==> config.mk <==
export PLATFORM = sky130hd
export DESIGN_NAME = spi_slave_apb_arbiter
export DESIGN_NICKNAME = d
export VERILOG_FILES = /design/src/rtl/spi_slave_apb_arbiter.sv
export SDC_FILE = /design/constraint.sdc
export NUM_CORES = 1
export LEC_CHECK = 0
export CAP_MARGIN = 20
export CORE_MARGIN = 3
export CORE_UTILIZATION = 43
export CTS_CLUSTER_SIZE = 25
export DETAILED_ROUTE_END_ITERATION = 8
export GPL_TIMING_DRIVEN = 0
export PLACE_DENSITY = 0.83
export RECOVER_POWER = 100
export SLEW_MARGIN = 20
export SYNTH_ARGS = -nofsm -noshare
export SYNTH_HDL_FRONTEND = slang
export SYNTH_SLANG_ARGS = --single-unit
==> constraint.sdc <==
create_clock -name apb_pclk_i -period 3.9 [get_ports apb_pclk_i]
set_input_delay 0.585 -clock apb_pclk_i [delete_from_list [all_inputs] [get_ports apb_pclk_i]]
set_output_delay 0.585 -clock apb_pclk_i [all_outputs]
set_load 0.02 [all_outputs]
==> src/rtl/spi_slave_apb_arbiter.sv <==
// spi_slave_apb_arbiter
//   Shares one APB master port between NUM_REQ transaction-level requesters
//   (for example the SPI-slave APB plug and a debug or DMA bridge). It runs the
//   APB SETUP/ACCESS sequence itself and grants the bus round-robin. A requester
//   can lock the bus across a burst. A transfer that waits too long for PREADY
//   completes with an error response.
//
// Ports
//   apb_pclk_i     single rising-edge clock
//   apb_preset_ni  synchronous active-low reset
//   req_valid_i    per-requester request pending
//   req_lock_i     per-requester "keep the grant after this transfer"
//   req_write_i    per-requester direction, 1 = write
//   req_addr_i     packed addresses, requester i at [i*AW +: AW]
//   req_wdata_i    packed write data, requester i at [i*DW +: DW]
//   req_ready_o    one-hot combinational accept strobe
//   rsp_valid_o    one-hot single-cycle completion pulse
//   rsp_rdata_o    read data, qualified by rsp_valid_o
//   rsp_err_o      timeout flag, qualified by rsp_valid_o
//   apb_*          APB master signals
module spi_slave_apb_arbiter #(
  parameter int NUM_REQ        = 2,
  parameter int APB_ADDR_WIDTH = 32,
  parameter int APB_DATA_WIDTH = 32,
  parameter int TIMEOUT_CYCLES = 256
) (
  input  logic                              apb_pclk_i,
  input  logic                              apb_preset_ni,
  input  logic [NUM_REQ-1:0]                req_valid_i,
  input  logic [NUM_REQ-1:0]                req_lock_i,
  input  logic [NUM_REQ-1:0]                req_write_i,
  input  logic [NUM_REQ*APB_ADDR_WIDTH-1:0] req_addr_i,
  input  logic [NUM_REQ*APB_DATA_WIDTH-1:0] req_wdata_i,
  output logic [NUM_REQ-1:0]                req_ready_o,
  output logic [NUM_REQ-1:0]                rsp_valid_o,
  output logic [APB_DATA_WIDTH-1:0]         rsp_rdata_o,
  output logic                              rsp_err_o,
  output logic                              apb_psel_o,
  output logic                              apb_penable_o,
  output logic [APB_ADDR_WIDTH-1:0]         apb_paddr_o,
  output logic                              apb_pwrite_o,
  output logic [APB_DATA_WIDTH-1:0]         apb_pwdata_o,
  input  logic [APB_DATA_WIDTH-1:0]         apb_prdata_i,
  input  logic                              apb_pready_i
);

  localparam int PTR_W = $clog2(NUM_REQ);
  localparam int CNT_W = (TIMEOUT_CYCLES > 0) ? $clog2(TIMEOUT_CYCLES + 1) : 1;
  localparam logic [CNT_W-1:0] CNT_LAST = CNT_W'(TIMEOUT_CYCLES - 1);
  localparam logic [PTR_W-1:0] PTR_LAST = PTR_W'(NUM_REQ - 1);
  localparam logic [PTR_W:0]   NUM_REQ_EXT = (PTR_W + 1)'(NUM_REQ);
  localparam logic [NUM_REQ-1:0] ONE_HOT0 = {{(NUM_REQ - 1){1'b0}}, 1'b1};

  localparam logic [1:0] ST_IDLE   = 2'd0;
  localparam logic [1:0] ST_SETUP  = 2'd1;
  localparam logic [1:0] ST_ACCESS = 2'd2;

  logic [1:0]         state;
  logic [PTR_W-1:0]   rr_ptr;
  logic [PTR_W-1:0]   owner;
  logic               lock;
  logic [CNT_W-1:0]   cnt;
  logic [NUM_REQ-1:0] eligible;
  logic               win_found;
  logic [PTR_W-1:0]   win_idx;
  logic [PTR_W:0]     cand_idx;

  assign apb_psel_o    = (state != ST_IDLE);
  assign apb_penable_o = (state == ST_ACCESS);

  // While the bus is locked only the current owner may compete.
  always_comb begin
    eligible = req_valid_i;
    if (lock) eligible = req_valid_i & (ONE_HOT0 << owner);
  end

  // Round-robin search starting at rr_ptr; the extra bit of cand_idx lets the
  // sum of pointer and offset exceed NUM_REQ before wrapping back.
  always_comb begin
    win_found = 1'b0;
    win_idx   = '0;
    cand_idx  = '0;
    for (int k = 0; k < NUM_REQ; k++) begin
      cand_idx = {1'b0, rr_ptr} + (PTR_W + 1)'(k);
      if (cand_idx >= NUM_REQ_EXT) cand_idx = cand_idx - NUM_REQ_EXT;
      if (!win_found && eligible[cand_idx[PTR_W-1:0]]) begin
        win_found = 1'b1;
        win_idx   = cand_idx[PTR_W-1:0];
      end
    end
  end

  // Accept only from IDLE, and never in a reset cycle where the grant would be lost.
  always_comb begin
    req_ready_o = '0;
    if (state == ST_IDLE && win_found && apb_preset_ni) req_ready_o[win_idx] = 1'b1;
  end

  // APB sequencing, arbitration bookkeeping, timeout and the response pulse.
  always_ff @(posedge apb_pclk_i) begin
    if (!apb_preset_ni) begin
      state        <= ST_IDLE;
      rr_ptr       <= '0;
      owner        <= '0;
      lock         <= 1'b0;
      cnt          <= '0;
      apb_paddr_o  <= '0;
      apb_pwrite_o <= 1'b0;
      apb_pwdata_o <= '0;
      rsp_valid_o  <= '0;
      rsp_rdata_o  <= '0;
      rsp_err_o    <= 1'b0;
    end else begin
      rsp_valid_o <= '0;
      case (state)
        ST_IDLE: begin
          // An owner that went quiet gives up the lock; nobody is granted this cycle.
          if (lock && !req_valid_i[owner]) begin
            lock <= 1'b0;
          end else if (win_found) begin
            apb_paddr_o  <= req_addr_i[win_idx*APB_ADDR_WIDTH +: APB_ADDR_WIDTH];
            apb_pwdata_o <= req_wdata_i[win_idx*APB_DATA_WIDTH +: APB_DATA_WIDTH];
            apb_pwrite_o <= req_write_i[win_idx];
            owner        <= win_idx;
            lock         <= req_lock_i[win_idx];
            rr_ptr       <= (win_idx == PTR_LAST) ? '0 : win_idx + 1'b1;
            state        <= ST_SETUP;
          end
        end
        ST_SETUP: begin
          cnt   <= '0;
          state <= ST_ACCESS;
        end
        ST_ACCESS: begin
          // PREADY is tested first so it wins over a simultaneous terminal count.
          if (apb_pready_i) begin
            rsp_rdata_o <= apb_pwrite_o ? '0 : apb_prdata_i;
            rsp_err_o   <= 1'b0;
            rsp_valid_o <= ONE_HOT0 << owner;
            state       <= ST_IDLE;
          end else if (TIMEOUT_CYCLES != 0 && cnt == CNT_LAST) begin
            rsp_rdata_o <= '0;
            rsp_err_o   <= 1'b1;
            rsp_valid_o <= ONE_HOT0 << owner;
            lock        <= 1'b0;
            state       <= ST_IDLE;
          end else begin
            cnt <= cnt + CNT_W'(1);
          end
        end
        default: state <= ST_IDLE;
      endcase
    end
  end

endmodule

==> results.md, run 1 <==
* Synth Instances at 589
* Yosys warns at 0
* Gr usage total at 26.6%
* CTS tree: done
* Worst r2r dst: rsp_rdata_o[1]$_SDFFE_PN0P_
* Final setup viols at 0
* Final ANT Viol Nets at 0
* Final TNS setup at 0 ps
* First-pass GRT wire length at 28400 um
* Congestion Overflow GR at 0
* Htree depth at 4
* Internal power at 2890 uW
* Count leader, synth: nand2_1
* Post-Syn Area at 5230 um^2
* Ant diodes at 0
* Critical path peak fanout at 10
* Vias in the first global route at 5764
* Largest net degree at the start of global routing at 17
* Top_reg_cell synth: dfxtp_1
* Share of cells above drive strength 1 at 8.64%
* Number of vias per cell at 5.48
* Max Clk Rate at 0.280 GHz
* Switch share at 28.9%
* # Post-CTS Setup Buffers at 0
* Worst Hold Depth at 2
* Initial antenna violation count at 0
* Crit path arrival time at 2990 ps
* Total CTS buffers at 17
* Hold Fails Final Rpt at 0
* PostCTS Resize Cnt at 0
* Register area at 2280 um^2
* Sequential fraction of the synthesis area at 43.6%
* Hold Path Class: reg -> reg
* Rel. slew slack at 58.8%
* Synthesized flop and latch total at 114
* Crit share post-route at 91.6%
* Synth Area per Inst at 8.88 um^2
* WS Path Type: in -> out
* Syn Nets at 760
* Total die area at 13500 um^2
* Max VDD drop at 260 uV
* Static Leak at 0.00346 uW
* DR vias at 5664
* Fin util at 73.0%
* CORE AREA at 11700 um^2
* Hold Path Sink: rsp_rdata_o[8]$_SDFFE_PN0P_
* Nets@finish at 1050
* Worst Path Required at 3310 ps
* Min Clock Period, post-route at 3570 ps
* P&R area growth vs syn at 62.7%
* Synth area leaders: dfxtp_1 44%, a311oi_2 14%, nand2_1 10%
* Clock share of power at 40.6%
* Worst Tran Pin Value at 618 ps
* Setup crit end kind: output pin
* Port Buffers at 271
* Logic pwr share at 26.2%
* Clock transition at path regs at 50 ps
* Number of synthesized flops with an enable pin at 0
* Initial DRC Count at 356
* Netlist cell types at 45
* Run status: complete, no violations
* Worst hold start: rsp_rdata_o[8]$_SDFFE_PN0P_
* Clock Path Buffers at 2
* DRC viols at 0
* Pwr/cell area at 478 nW/um^2
* Pins Over Slew Limit at 0
* Commonest cells in the netlist: 141 x nand2_1, 114 x dfxtp_1, 69 x a21oi_1
* # hold bufs at CTS at 0
* Sink Count at 114
* Filler instances at 878
* Initial Util at 44.8%
* RSZ-0062 raised after global routing: no
* Sequential share of power at 33.2%
* HPWL Detailed at 13900 um
* Largest area contributor in the netlist: dfxtp_1
* R2R cell count at 11
* Fraction of registers with async set/reset at 0%
* Die Span Y at 116 um
* Die X at 116 um
* Multi-input gate area at 2370 um^2
* Switch Pwr at 1170 uW
* Worst-skew pair later-pin latency at 410 ps
* Max cap viols at 0
* Clock Skew at 6.71 ps
* Drt wl/cell at 17.8 um
* I/O pins at 273
* Setup slack, reg-to-reg at 1240 ps
* Synth top area share at 43.6%
* CP Launch Type: input port
* Final estimated routing congestion in global placement at 0.871
* Reg-to-Reg Start: cnt[0]$_SDFFE_PN0P_
* Wirelength, routed at 18400 um
* DR pass1 iterations at 4
* CTS root buf: clkbuf_16
* Std-Cell Rows at 39
-- per-stage QoR --
step | total power (uW) | std cells | hold slack [ps] | cell area (um^2) | worst slack [ps]
after detailed placement | 2550 | 1003 | 435 | 8120 | 462
after global placement | 2520 | 1003 | 437 | 8120 | 493
after floorplan | 2010 | 589 | 416 | 5230 | 1560
after CTS | 4200 | 1034 | 489 | 8750 | 444
after global routing | 4230 | 1034 | 496 | 8510 | 183
final | 4070 | 1034 | 488 | 8510 | 327
-- logic make-up after synthesis --
family,after synthesis,share of synthesized area (%)
mux,4,0.813
simple gates,218,17.5
fa+ha+maj,2,0.478
buf+inv,68,7.06
flops,114,43.6
compound gates,182,30.4
xor+xnor,1,0.167
-- worst max path at each step --
stage | startpoint | end | slack [ps] | depth (start not counted)
after CTS | req_valid_i[1] | req_ready_o[0] | 440 | 7
after global placement | req_valid_i[1] | req_ready_o[0] | 490 | 7
after detailed placement | req_valid_i[1] | req_ready_o[0] | 460 | 7
after global routing | req_valid_i[1] | req_ready_o[0] | 180 | 7
after floorplan | req_valid_i[0] | req_ready_o[0] | 1560 | 5
final | req_valid_i[1] | req_ready_o[0] | 330 | 7
-- state kept, by name, indices dropped and copies added (netlist names) --
name          flops
rsp_rdata_o      32
rsp_valid_o       2
lock              1
rr_ptr            1
apb_pwdata_o     32
apb_pwrite_o      1
state             2
rsp_err_o         1
cnt               9
owner             1
apb_paddr_o      32
-- worst max-delay path, stage by stage --
cell and delay, ps:
dlygate4sd3_1 610, a21o_1 130, buf_2 210, clkbuf_1 390, nand3_1 240, nor2_1 130
dlygate4sd3_1 680
-- cells in the final DEF, fill, tap and decap left out, drive strengths merged, types with 6 or more instances in the layout --
cell           synthesis  routed
dfxtp                114     114
nand2                141     141
a311oi                65      65
clkbuf                26      56
nand3                  6       6
a21oi                 69      69
buf                   34      26
clkdlybuf4s50          0     165
inv                    8       8
a22oi                 36      36
dlygate4sd3            0     106
nand2b                 6       6
nor2                  45      45
-- power groups by stage --
stage | Combinational, uW | Clock (uW) | Sequential (uW)
final | 1070 | 1650 | 1350
after global routing | 1150 | 1720 | 1360
after CTS | 1180 | 1660 | 1350
after detailed placement | 1170 | 0 | 1370
after global placement | 1150 | 0 | 1370
after floorplan | 503 | 0 | 1500
-- metal layers --
metal | share of wire [%] | wire length [um] | track usage, % | vias up
met5 | 0 | 0 | 0 | -
met2 | 51 | 9380 | 47.9 | 240
met1 | 38 | 6930 | 29.2 | 2678
li1 | - | - | - | 2708
met4 | 2.9 | 533 | 10.6 | 0
met3 | 8.4 | 1550 | 8.03 | 38
-- layout make-up --
cell class / count / area share [%]
clock inverter: 9 / 1.81
sequential: 114 / 26.8
timing repair buffer: 271 / 31.9
buffer: 60 / 3.57
clock buffer: 22 / 5.57
inverter: 8 / 0.353
multi-input combinational: 407 / 27.9
tap: 143 / 2.10
Power figures use the tool's default switching activity.
==> inputs of run 2 (changes only) <==
Settings changed: CELL_PAD_IN_SITES_DETAIL_PLACEMENT set to 0, CELL_PAD_IN_SITES_GLOBAL_PLACEMENT set to 1, CORE_UTILIZATION 43 to 30, PLACE_DENSITY 0.83 to 0.82, REMOVE_ABC_BUFFERS set to 1.
==> results.md, run 2 (synthesis results as in run 1) <==
* Hold Path Class: reg -> reg
* Worst-path cell chain: dlygate4sd3_1, o31a_2, nand3_1, nor2_1, dlygate4sd3_1
* Htree depth at 4
* CORE AREA at 16800 um^2
* Sink Count at 114
* DR vias at 5254
* Drt wl/cell at 16.6 um
* Max VDD drop at 272 uV
* Hold Path Sink: rsp_valid_o[0]$_SDFF_PN0_
* Min Clock Period, post-route at 3440 ps
* Regs by FF count: apb_paddr_o: 32 flops, apb_pwdata_o: 32 flops, rsp_rdata_o: 32 flops
* Placed Area at 8100 um^2
* R2R cell count at 9
* Max stage delay on crit path at 700 ps
* Worst hold start: owner$_SDFFE_PN0P_
* Gr usage total at 17.9%
* Std-Cell Rows at 47
* Final setup viols at 0
* WP buf/inv at 2
* Worst r2r dst: rsp_rdata_o[11]$_SDFFE_PN0P_
* Rel. slew slack at -21.3%
* Worst Path Required at 3310 ps
* Ant diodes at 0
* Die Span Y at 138 um
* I/O pins at 273
* Vias in the first global route at 5168
* Largest net degree at the start of global routing at 66
* First-pass GRT wire length at 28100 um
* Final estimated routing congestion in global placement at 0.778
* # Post-CTS Setup Buffers at 0
* DRC viols at 0
* Design Area, Final at 8360 um^2
* Filler instances at 1671
* Most common cell after layout, fill and taps aside: clkdlybuf4s50_1
* Initial DRC Count at 198
* CP Launch Type: input port
* Worst Tran Pin Value at 1820 ps
* Max cap viols at 1
* Static Leak at 0.00334 uW
* Fin util at 49.7%
* WS Path Type: in -> out
* RSZ-0062 raised after global routing: no
* Clock transition at path regs at 50 ps
* Max Clk Rate at 0.291 GHz
* Failing checks: capacitance limit, slew limit
* Clock Path Buffers at 2
* Share of cells above drive strength 1 at 6.56%
* Number of vias per cell at 4.97
* Final TNS setup at 0 ps
* Reg-to-Reg Start: cnt[0]$_SDFFE_PN0P_
* Critical path peak fanout at 22
* Initial Util at 31.1%
* PostCTS Resize Cnt at 0
* Setup slack, reg-to-reg at 770 ps
* Congestion Overflow GR at 0
* Most common cell on crit path: dlygate4sd3_1
* Family with the most delay on the worst path: buffers and inverters
* Clock Skew at 7.52 ps
* Nets@finish at 998
* Pins Over Slew Limit at 52
* Crit path arrival time at 2860 ps
* Total CTS buffers at 17
* P&R area growth vs syn at 59.8%
* Worst path slowest cell: dlygate4sd3_1
* Die X at 138 um
* Crit share post-route at 88.2%
* Commonest non-fill, non-tap cells in the layout: 166 x clkdlybuf4s50_1, 141 x nand2_1, 114 x dfxtp_1
* Initial antenna violation count at 0
* HPWL Detailed at 12200 um
* Port Buffers at 272
* Hold Fails Final Rpt at 0
* # hold bufs at CTS at 0
* CTS tree: done
* Wirelength, routed at 17600 um
* Final ANT Viol Nets at 0
* Run status: finished with violations
* Design Power at 3770 uW
* Setup crit end kind: output pin
* CTS root buf: clkbuf_16
* Worst Hold Depth at 1
* DR pass1 iterations at 4
* Worst-skew pair later-pin latency at 400 ps
* Total die area at 19100 um^2
* Pwr/cell area at 451 nW/um^2
[run 2: cell count changes in the layout (fill, tap and decap cells not counted), moves of 4 or more]
cell	change
clkinv_2	+4
clkbuf_1	-34
a311oi_1	+9
buf_6	-7
buf_2	-15
a311oi_2	-9
buf_16	+4
[run 2: cell type report]
type	count	area [um^2]	share of cell area, %
clock buffer	19	433	5.18
clock inverter	11	92.6	1.11
inverter	8	30.0	0.359
multi-input combinational	407	2350	28.2
sequential	114	2280	27.3
tap	220	275	3.29
timing repair buffer	279	2890	34.6
[run 2: worst reg2reg max path: stages (launching register included)]
cell and delay (ps):
dfxtp_1 420, ha_1 290, nand2_1 70, nor2_1 120, and3_1 190, ha_1 280, or2_0 320, nand2_1 750
a22oi_1 450, nor2_1 60
[run 2: worst max-delay path by stage]
stage          slack (ps)                  start                             to  depth (start not counted)
6_report              460         req_valid_i[1]                 req_ready_o[0]                          5
4_1_cts               530         req_valid_i[0]                 req_ready_o[0]                          6
5_1_grt               320         req_valid_i[1]                 req_ready_o[1]                          5
3_3_place_gp        -2990         req_valid_i[1]  apb_pwdata_o[27]$_SDFFE_PN0P_                          4
2_1_floorplan        -430  state[0]$_SDFFE_PN0P_    apb_paddr_o[0]$_SDFFE_PN0P_                          4
3_5_place_dp          540         req_valid_i[0]                 req_ready_o[0]                          6
[run 2: metrics by stage]
stage	hold slack [ps]	worst slack, ps	cells
3_3_place_gp	453	-2990	1021
2_1_floorplan	416	-435	529
4_1_cts	461	529	1058
6_report	466	459	1058
3_5_place_dp	451	540	1028
5_1_grt	498	322	1058
[run 2: power by group]
| part | internal, uW | total, uW | switching, uW |
|---|---|---|---|
| sequential | 1290 | 1350 | 65.9 |
| combinational | 483 | 1030 | 542 |
| clock | 861 | 1400 | 535 |
| total | 2630 | 3770 | 1140 |
[run 2: routing by layer]
layer  part of all wire [%]  track usage [%]  wire, um  vias up
li1                       -                -         -     2594
met1                     42             21.4      7370     2428
met2                     47             28.9      8200      215
met3                     10             8.84      1810       17
met4                    1.3             4.78       221        0
met5                      0                0         0        -
